### src/rtl/lut_phase_sequencer.sv
// rtl/lut_phase_sequencer.sv - LUT index sequencer with note-gate FSM and wrap-aligned config latch
// Optional burst limit: define LUT_SEQ_BURST_EN to add the burst_len input.
module lut_phase_sequencer #(
  parameter int TABLE_MAX = 360,
  parameter int IDX_W     = 16,
  parameter int DIV_W     = 24
) (
  input  logic             clk,
  input  logic             rst,
  input  logic             gate,
  input  logic [IDX_W-1:0] step_in,
  input  logic [DIV_W-1:0] div_in,
  input  logic [1:0]       wave_sel_in,
`ifdef LUT_SEQ_BURST_EN
  input  logic [7:0]       burst_len,
`endif
  output logic [IDX_W-1:0] table_idx,
  output logic [1:0]       wave_sel,
  output logic             lut_en,
  output logic             sample_tick,
  output logic             period_wrap,
  output logic             busy
);

  typedef enum logic [1:0] {
    S_IDLE  = 2'd0,
    S_RUN   = 2'd1,
    S_DRAIN = 2'd2
  } state_t;

  localparam logic [IDX_W:0]   MAX_S    = (IDX_W+1)'(TABLE_MAX);
  localparam logic [IDX_W:0]   PERIOD_S = (IDX_W+1)'(TABLE_MAX + 1);
  localparam logic [IDX_W-1:0] MAX_STEP = IDX_W'(TABLE_MAX);

  state_t           state_q, state_d;
  logic [DIV_W-1:0] cnt_q, cnt_d;
  logic [IDX_W-1:0] idx_q, idx_d;
  logic [IDX_W-1:0] step_q, step_d;
  logic [DIV_W-1:0] div_q, div_d;
  logic [1:0]       wave_q, wave_d;

  logic             active;
  logic             tick;
  logic             wrap;
  logic             start;
  logic             burst_end;
  logic             latch_cfg;
  logic [IDX_W:0]   sum;
  logic [IDX_W:0]   idx_adv;
  logic [IDX_W-1:0] step_clamp;
  logic [DIV_W-1:0] div_clamp;

`ifdef LUT_SEQ_BURST_EN
  logic [7:0] burst_q, burst_d;
  logic [7:0] per_q, per_d;
  logic       armed_q, armed_d;
`endif

  // State and datapath registers; reset aborts any play immediately
  always_ff @(posedge clk) begin
    if (rst) begin
      state_q <= S_IDLE;
      cnt_q   <= '0;
      idx_q   <= '0;
      step_q  <= IDX_W'(1);
      div_q   <= DIV_W'(1);
      wave_q  <= 2'd0;
`ifdef LUT_SEQ_BURST_EN
      burst_q <= 8'd0;
      per_q   <= 8'd0;
      armed_q <= 1'b1;
`endif
    end else begin
      state_q <= state_d;
      cnt_q   <= cnt_d;
      idx_q   <= idx_d;
      step_q  <= step_d;
      div_q   <= div_d;
      wave_q  <= wave_d;
`ifdef LUT_SEQ_BURST_EN
      burst_q <= burst_d;
      per_q   <= per_d;
      armed_q <= armed_d;
`endif
    end
  end

  // Tick, wrap and burst-end detection shared by the FSM and the datapath
  always_comb begin
    active     = (state_q != S_IDLE);
    tick       = active && (cnt_q == (div_q - DIV_W'(1)));
    sum        = {1'b0, idx_q} + {1'b0, step_q};
    wrap       = tick && (sum > MAX_S);
    idx_adv    = wrap ? (sum - PERIOD_S) : sum;
    step_clamp = (step_in > MAX_STEP) ? MAX_STEP : step_in;
    div_clamp  = (div_in == '0) ? DIV_W'(1) : div_in;
`ifdef LUT_SEQ_BURST_EN
    start      = gate && armed_q;
    burst_end  = (state_q == S_RUN) && wrap && (burst_q != 8'd0) &&
                 (({1'b0, per_q} + 9'd1) >= {1'b0, burst_q});
`else
    start      = gate;
    burst_end  = 1'b0;
`endif
  end

  // Next-state logic for the note-gate FSM
  always_comb begin
    state_d = state_q;
    case (state_q)
      S_IDLE: begin
        if (start) state_d = S_RUN;
      end
      S_RUN: begin
        if (burst_end)  state_d = S_IDLE;
        else if (!gate) state_d = S_DRAIN;
      end
      S_DRAIN: begin
        // A held index (step 0) can never wrap, so drop out at once
        if (gate)                    state_d = S_RUN;
        else if (wrap)               state_d = S_IDLE;
        else if (step_q == '0)       state_d = S_IDLE;
      end
      default: state_d = S_IDLE;
    endcase
  end

  // Divider, phase accumulator and config latch; config only moves at start or wrap
  always_comb begin
    cnt_d     = cnt_q;
    idx_d     = idx_q;
    step_d    = step_q;
    div_d     = div_q;
    wave_d    = wave_q;
    latch_cfg = ((state_q == S_IDLE) && (state_d == S_RUN)) || wrap;
`ifdef LUT_SEQ_BURST_EN
    burst_d   = burst_q;
    per_d     = per_q;
    armed_d   = armed_q;
`endif

    if (latch_cfg) begin
      step_d = step_clamp;
      div_d  = div_clamp;
      wave_d = wave_sel_in;
    end

    if ((state_q == S_IDLE) || (state_d == S_IDLE) || tick) cnt_d = '0;
    else                                                    cnt_d = cnt_q + DIV_W'(1);

    if (state_d == S_IDLE) idx_d = '0;
    else if (tick)         idx_d = idx_adv[IDX_W-1:0];

`ifdef LUT_SEQ_BURST_EN
    if ((state_q == S_IDLE) && (state_d == S_RUN)) begin
      burst_d = burst_len;
      per_d   = 8'd0;
    end else if (wrap) begin
      per_d   = per_q + 8'd1;
    end
    // Re-arming after a finished burst needs the gate to fall first
    if (!gate)          armed_d = 1'b0 | 1'b1;
    else if (burst_end) armed_d = 1'b0;
`endif
  end

  // Output decode from state and registered datapath
  always_comb begin
    lut_en      = active;
    busy        = active;
    sample_tick = tick;
    period_wrap = wrap;
    table_idx   = idx_q;
    wave_sel    = wave_q;
  end

endmodule

### config.mk
export PLATFORM = sky130hd
export DESIGN_NAME = lut_phase_sequencer
export DESIGN_NICKNAME = d
export VERILOG_FILES = /design/src/rtl/lut_phase_sequencer.sv
export SDC_FILE = /design/constraint.sdc
export NUM_CORES = 1
export LEC_CHECK = 0
export CAP_MARGIN = 20
export CORE_UTILIZATION = 57
export CTS_CLUSTER_SIZE = 16
export DETAILED_ROUTE_END_ITERATION = 10
export GPL_TIMING_DRIVEN = 0
export PLACE_DENSITY = 0.81
export SLEW_MARGIN = 20
export SYNTH_ARGS = -nofsm -noshare
export SYNTH_HDL_FRONTEND = slang
export SYNTH_SLANG_ARGS = --single-unit
### constraint.sdc
create_clock -name clk -period 4.8 [get_ports clk]
set_clock_uncertainty 0.15 [all_clocks]
set_input_delay 0.96 -clock clk [delete_from_list [all_inputs] [get_ports clk]]
set_output_delay 0.96 -clock clk [all_outputs]
set_load 0.01 [all_outputs]
[After elaboration in Yosys (flattened, before gate mapping)]
Index checks and enable logic that the tools add are counted.
Operators by class
  magnitude comparators: 2
  add/subtract/negate cells: 4
  reductions and logical operators: 13
  multiplexer cells: 9
  eq/ne operators: 4
Operators with widths (number)
  16-bit 2-to-1 mux: 2
  24-bit by 1-bit adder with 24-bit output (second input constant): 1
  24-bit == test: 1
  24-bit zero test: 1
  24-bit 2-to-1 mux: 1
  24-bit by 1-bit subtractor with 24-bit output (second input constant): 1
  16-bit by 16-bit adder with 17-bit output: 1
  17-bit by 9-bit > comparator with 1-bit output (second input constant): 1
  16-bit by 9-bit > comparator with 1-bit output (second input constant): 1
  16-bit zero test: 1
  16-bit by 9-bit subtractor with 16-bit output (second input constant): 1
  2-bit 2-to-1 mux: 5
  2-bit one-hot mux with 3 select lines: 1
  2-bit by 1-bit == test with 1-bit output (second input constant): 2
  2-bit zero test: 2
  2-bit OR reduction: 2
  1-bit logical AND: 3
  1-bit logical OR: 3
  2-bit == test (second input constant): 1
  2-bit nonzero test: 1
Storage, ports and cells
  logic and storage cells: 38
  bits of input ports: 45
  output and inout port bits: 22
  flip-flop bits (word level): 84

[Logic depth before layout (Yosys ltp)]
  depth in word-level cells: 11
  mapped depth: 15
  mapped depth without buffers: 13

[Worst setup path after synthesis]
Ideal clock, no wire load.
  kind: reg-to-output
  from: register div_q[0]
  to: output port period_wrap
  buffers on the path: 3
  required time: 3690 ps
  stages on the path, launching flop included: 14
  data arrival time: 3288 ps
  slack: 402 ps
  path through: dfxtp_1 -> clkbuf_1 -> inv_1 -> ha_1 -> or4b_2 -> nor4_1 -> mux2i_1 -> nand2_1 -> nor4_1 -> or4b_4 -> a211o_4 -> clkinv_2 -> buf_6 -> buf_6
On the way
  cells in the longest elaborated chain, start to end: 4
Ends and longest elaborated chain
  start, declared: line 39  | logic [DIV_W-1:0] div_q, div_d;
  start signal, assigned: line 78  | div_q <= div_d;
  24-bit by 1-bit subtractor with 24-bit output: line 91  | tick = active && (cnt_q == (div_q - DIV_W'(1)));
  24-bit == test: line 91
  1-bit logical AND: line 91
  1-bit logical AND: line 93  | wrap = tick && (sum > MAX_S);
  end, declared: line 21  | output logic period_wrap,
No other way between the ends.

[Worst setup path in the final report]
Same ends and word-level chain as after synthesis.

==> implementation parameters <==
Parameter                              Value

Status
  Outcome ... complete, no violations

Global route
  Most congested layer reported by global routing ... met2
  Number of global-route vias before repair ... about 5300
  Initial antenna violation count ... 0
  Global-route met1 utilization ... about half
  Total congestion overflow ... 0
  Pin count of the biggest net entering global routing ... 16
  Global-route total usage across every layer ... 32.9%
  Global-route wire length before repair ... between 20000 and 30000 um
  Met3 demand-to-capacity share in global routing ... 4.35%
  GR Layer Usage met2 ... ~50%

Placement
  Detailed placement HPWL ... around 13000 um
  Instance count after placement with tap cells included ... approximately 920
  Count of buffers inserted at the top-level ports ... between 60 and 70
  DP Worst Slack ... -730 ps
  GP Congestion ... just under 0.9

Clocking
  Buffer depth of the longest clock path ... 2
  CTS Root Buffer Type ... sky130_fd_sc_hd__clkbuf_8
  Number of buffers added to fix hold violations after cts ... 0
  H-tree lvl count ... 3
  Register clock-pin slew on the reported worst setup and hold paths ... ~90 ps
  Sinks on the clock net ... 84
  CTS tree ... done
  Number of buffers created by CTS ... 9
  Clock latency on the worst-skew pair ... approximately 360 ps

Route
  Total number of vias ... 5917
  Remaining DRCs ... 0
  Ratio of routed vias to standard cells ... 6.29
  Initial DRT Pass Iterations ... 5
  1st-iter DRT viols ... around 360
  Wire length reported by the detailed router ... between 15000 and 20000 um
  Routed wire length per instance ... 17.8 um
  Antenna Violating Nets Remaining ... 0

Layout
  Area growth from synthesis to layout ... 22.8%
  Post-layout util ... about 74%
  Fraction of final layout cells with drive strength greater than 1 ... between 10% and 20%
  Filler-free cell count of the finished design ... ~940
  Inserted Diodes ... 0
  Number of nets in the final layout ... around 870

Critical path
  Crit path max fanout ... 19
  Data arrival time of the critical path ... around 3600 ps
  Count of cells along the worst register-to-register path ... 14
  Element type at the critical path end ... output port
  Worst Setup Start Kind ... flip-flop
  Setup CP Type ... reg2out
  Worst Path Required ... between 3000 and 4000 ps

Timing
  Max-slew headroom ... 51.2%
  Fin Setup TNS ... 0 ps
  Hold violation total from the final report ... 0
  Post-route clock period utilization ... 97.9%
  Fmax achieved ... roughly 0.21 GHz
  Number of pins exceeding their max-slew limit in the final report ... 0
  Transition at the pin with the smallest max-transition slack ... between 700 and 800 ps
  Final setup viols ... 0
  Post-route setup slack ... ~100 ps
  Final critical path time including I/O delays and setup ... ~4700 ps

Power and ir drop
  Leakage power ... 2.53 nW
  Peak supply drop ... roughly 0.19 mV
  Pwr/cell area ... ~230 nW/um2
  Power consumption ... roughly 1.6 mW

Synth
  Cell types with the highest counts after synthesis ... 84 x sky130_fd_sc_hd__dfxtp_1, 78 x sky130_fd_sc_hd__nor2_1, 55 x sky130_fd_sc_hd__a21oi_1, 53 x sky130_fd_sc_hd__nand3_1, 52 x sky130_fd_sc_hd__o21ai_0
  Yosys top cell by area ... sky130_fd_sc_hd__dfxtp_1
  Instance count of the mapped netlist ... approximately 720
  Post-synthesis async set-or-reset flop share ... 0%
  Mapped Avg Cell Area ... about 7.8 um2
  Dominant cell by count in the synthesized netlist ... sky130_fd_sc_hd__dfxtp_1
  Mapped Area ... approximately 5600 um2
  Count of yosys warnings during synthesis ... 0
  Post-synthesis cell type count ... 74
  Post-synth net total ... 786
  Prevailing post-synth register cell ... sky130_fd_sc_hd__dfxtp_1
  Number of storage elements in the synthesis netlist ... 84
  Yosys top cell area share ... between 20% and 30%
  Number of enable-type register cells in the synthesized netlist ... 0
  Top cells by area in the synthesized netlist ... sky130_fd_sc_hd__dfxtp_1 30%, sky130_fd_sc_hd__nor2_1 5.2%, sky130_fd_sc_hd__xor2_1 5.1%, sky130_fd_sc_hd__xnor2_1 5.0%, sky130_fd_sc_hd__a21oi_1 4.9%
  Part of the Yosys area used for sequential elements ... ~30%

Floorplanning
  Number of placed I/O pins ... 67
  Placeable core region ... about 9400 um2
  Total die area ... roughly 10000 um2
  Die extent in y ... around 100 um
  Die outline width ... between 100 and 150 um
  Starting Density ... 59.9%
  Floorplan row count ... 35

Run
  Max cap viols ... 0

Worst hold path
  Hold Path Depth ... 2
  Hold Path Class ... reg2reg
stage by stage:
| step | cell area, um2 | hold slack, ps |
|---|---|---|
| final | 6930 | 349 |
| after global routing | 6930 | 370 |
| after global placement | 6450 | 313 |
| after floorplan | 5640 | 296 |
| after CTS | 6810 | 339 |
| after detailed placement | 6450 | 322 |
registers in the layout, summed over array words and instances, names as in the netlist:
name,flops
wave_sel,2
table_idx,16
state_q,2
cnt_q,24
step_q,16
div_q,24
worst paths after layout:
path / from / endpoint / slack [ps]
max: div_q[0] / period_wrap / 100
min: wave_sel[1] / wave_sel[1] / 350
max reg2reg: div_q[0] / table_idx[4] / 590
min reg2reg: wave_sel[1] / wave_sel[1] / 350
routing by layer:
layer	wire, um	share of wire, %
met1	7820	47
met2	7290	44
met3	1390	8.3
met4	227	1.4
met5	0	0
power by group:
group / switching, mW / internal (mW)
registers: 0.0260 / 0.715
clock network: 0.278 / 0.297
logic: 0.155 / 0.130
cells in the final DEF (no fill, tap or decap), drive strengths merged, types with 6 or more instances in the layout:
| cell type | netlist | layout |
|---|---|---|
| nand2 | 39 | 39 |
| and4 | 7 | 7 |
| nand3 | 53 | 53 |
| dfxtp | 84 | 84 |
| nand2b | 7 | 7 |
| clkdlybuf4s50 | 0 | 63 |
| and3 | 18 | 18 |
| xor2 | 33 | 33 |
| nor3 | 21 | 21 |
| nor4 | 20 | 20 |
| o21a | 7 | 7 |
| clkbuf | 26 | 34 |
| or4 | 6 | 6 |
| o21ai | 56 | 56 |
| nand4 | 12 | 12 |
| a211oi | 29 | 29 |
| buf | 17 | 29 |
| xnor2 | 32 | 32 |
| a21oi | 55 | 55 |
| inv | 14 | 16 |
| or3 | 7 | 7 |
| ha | 19 | 19 |
| nor2 | 79 | 79 |
kinds of logic (layout without fill, tap and decap cells):
logic type | Yosys count | after routing | synth area share [%]
AOI/OAI and AO/OA | 192 | 192 | 22.0
xor gates and xnor gates | 65 | 65 | 10.1
adders and majority gates | 20 | 20 | 4.57
buffers and inverters | 58 | 149 | 4.63
DFF | 84 | 84 | 29.8
muxes | 6 | 6 | 1.09
and+or+nand+nor | 296 | 296 | 27.8
cell type report:
| cell class | instances | area, um2 |
|---|---|---|
| Buffer | 40 | 178 |
| Fill cell | 750 | 2490 |
| Inverter | 15 | 63.8 |
| Clock buffer | 9 | 124 |
| Clock inverter | 7 | 100 |
| Multi-Input combinational cell | 579 | 3870 |
| Tap cell | 129 | 161 |
| Timing Repair Buffer | 78 | 742 |
| Sequential cell | 84 | 1690 |
critical path: stages, from the launching register on:
cell and delay [ps]:
sky130_fd_sc_hd__dfxtp_4 380, sky130_fd_sc_hd__inv_2 70, sky130_fd_sc_hd__ha_4 130, sky130_fd_sc_hd__or4b_4 490, sky130_fd_sc_hd__buf_4 170, sky130_fd_sc_hd__a2111oi_2 350, sky130_fd_sc_hd__a31oi_1 90, sky130_fd_sc_hd__mux2i_1 280
sky130_fd_sc_hd__nand2b_1 100, sky130_fd_sc_hd__or4b_4 550, sky130_fd_sc_hd__a211o_4 370, sky130_fd_sc_hd__inv_8 120, sky130_fd_sc_hd__buf_2 140
what timing repair did:
item                                    4_1_cts  5_1_grt
endpoints found under the setup margin        2        2
pin swaps                                     6        8
buffers inserted                              6        7
resized for setup                            22       26
(Power assumes the default switching activity.)
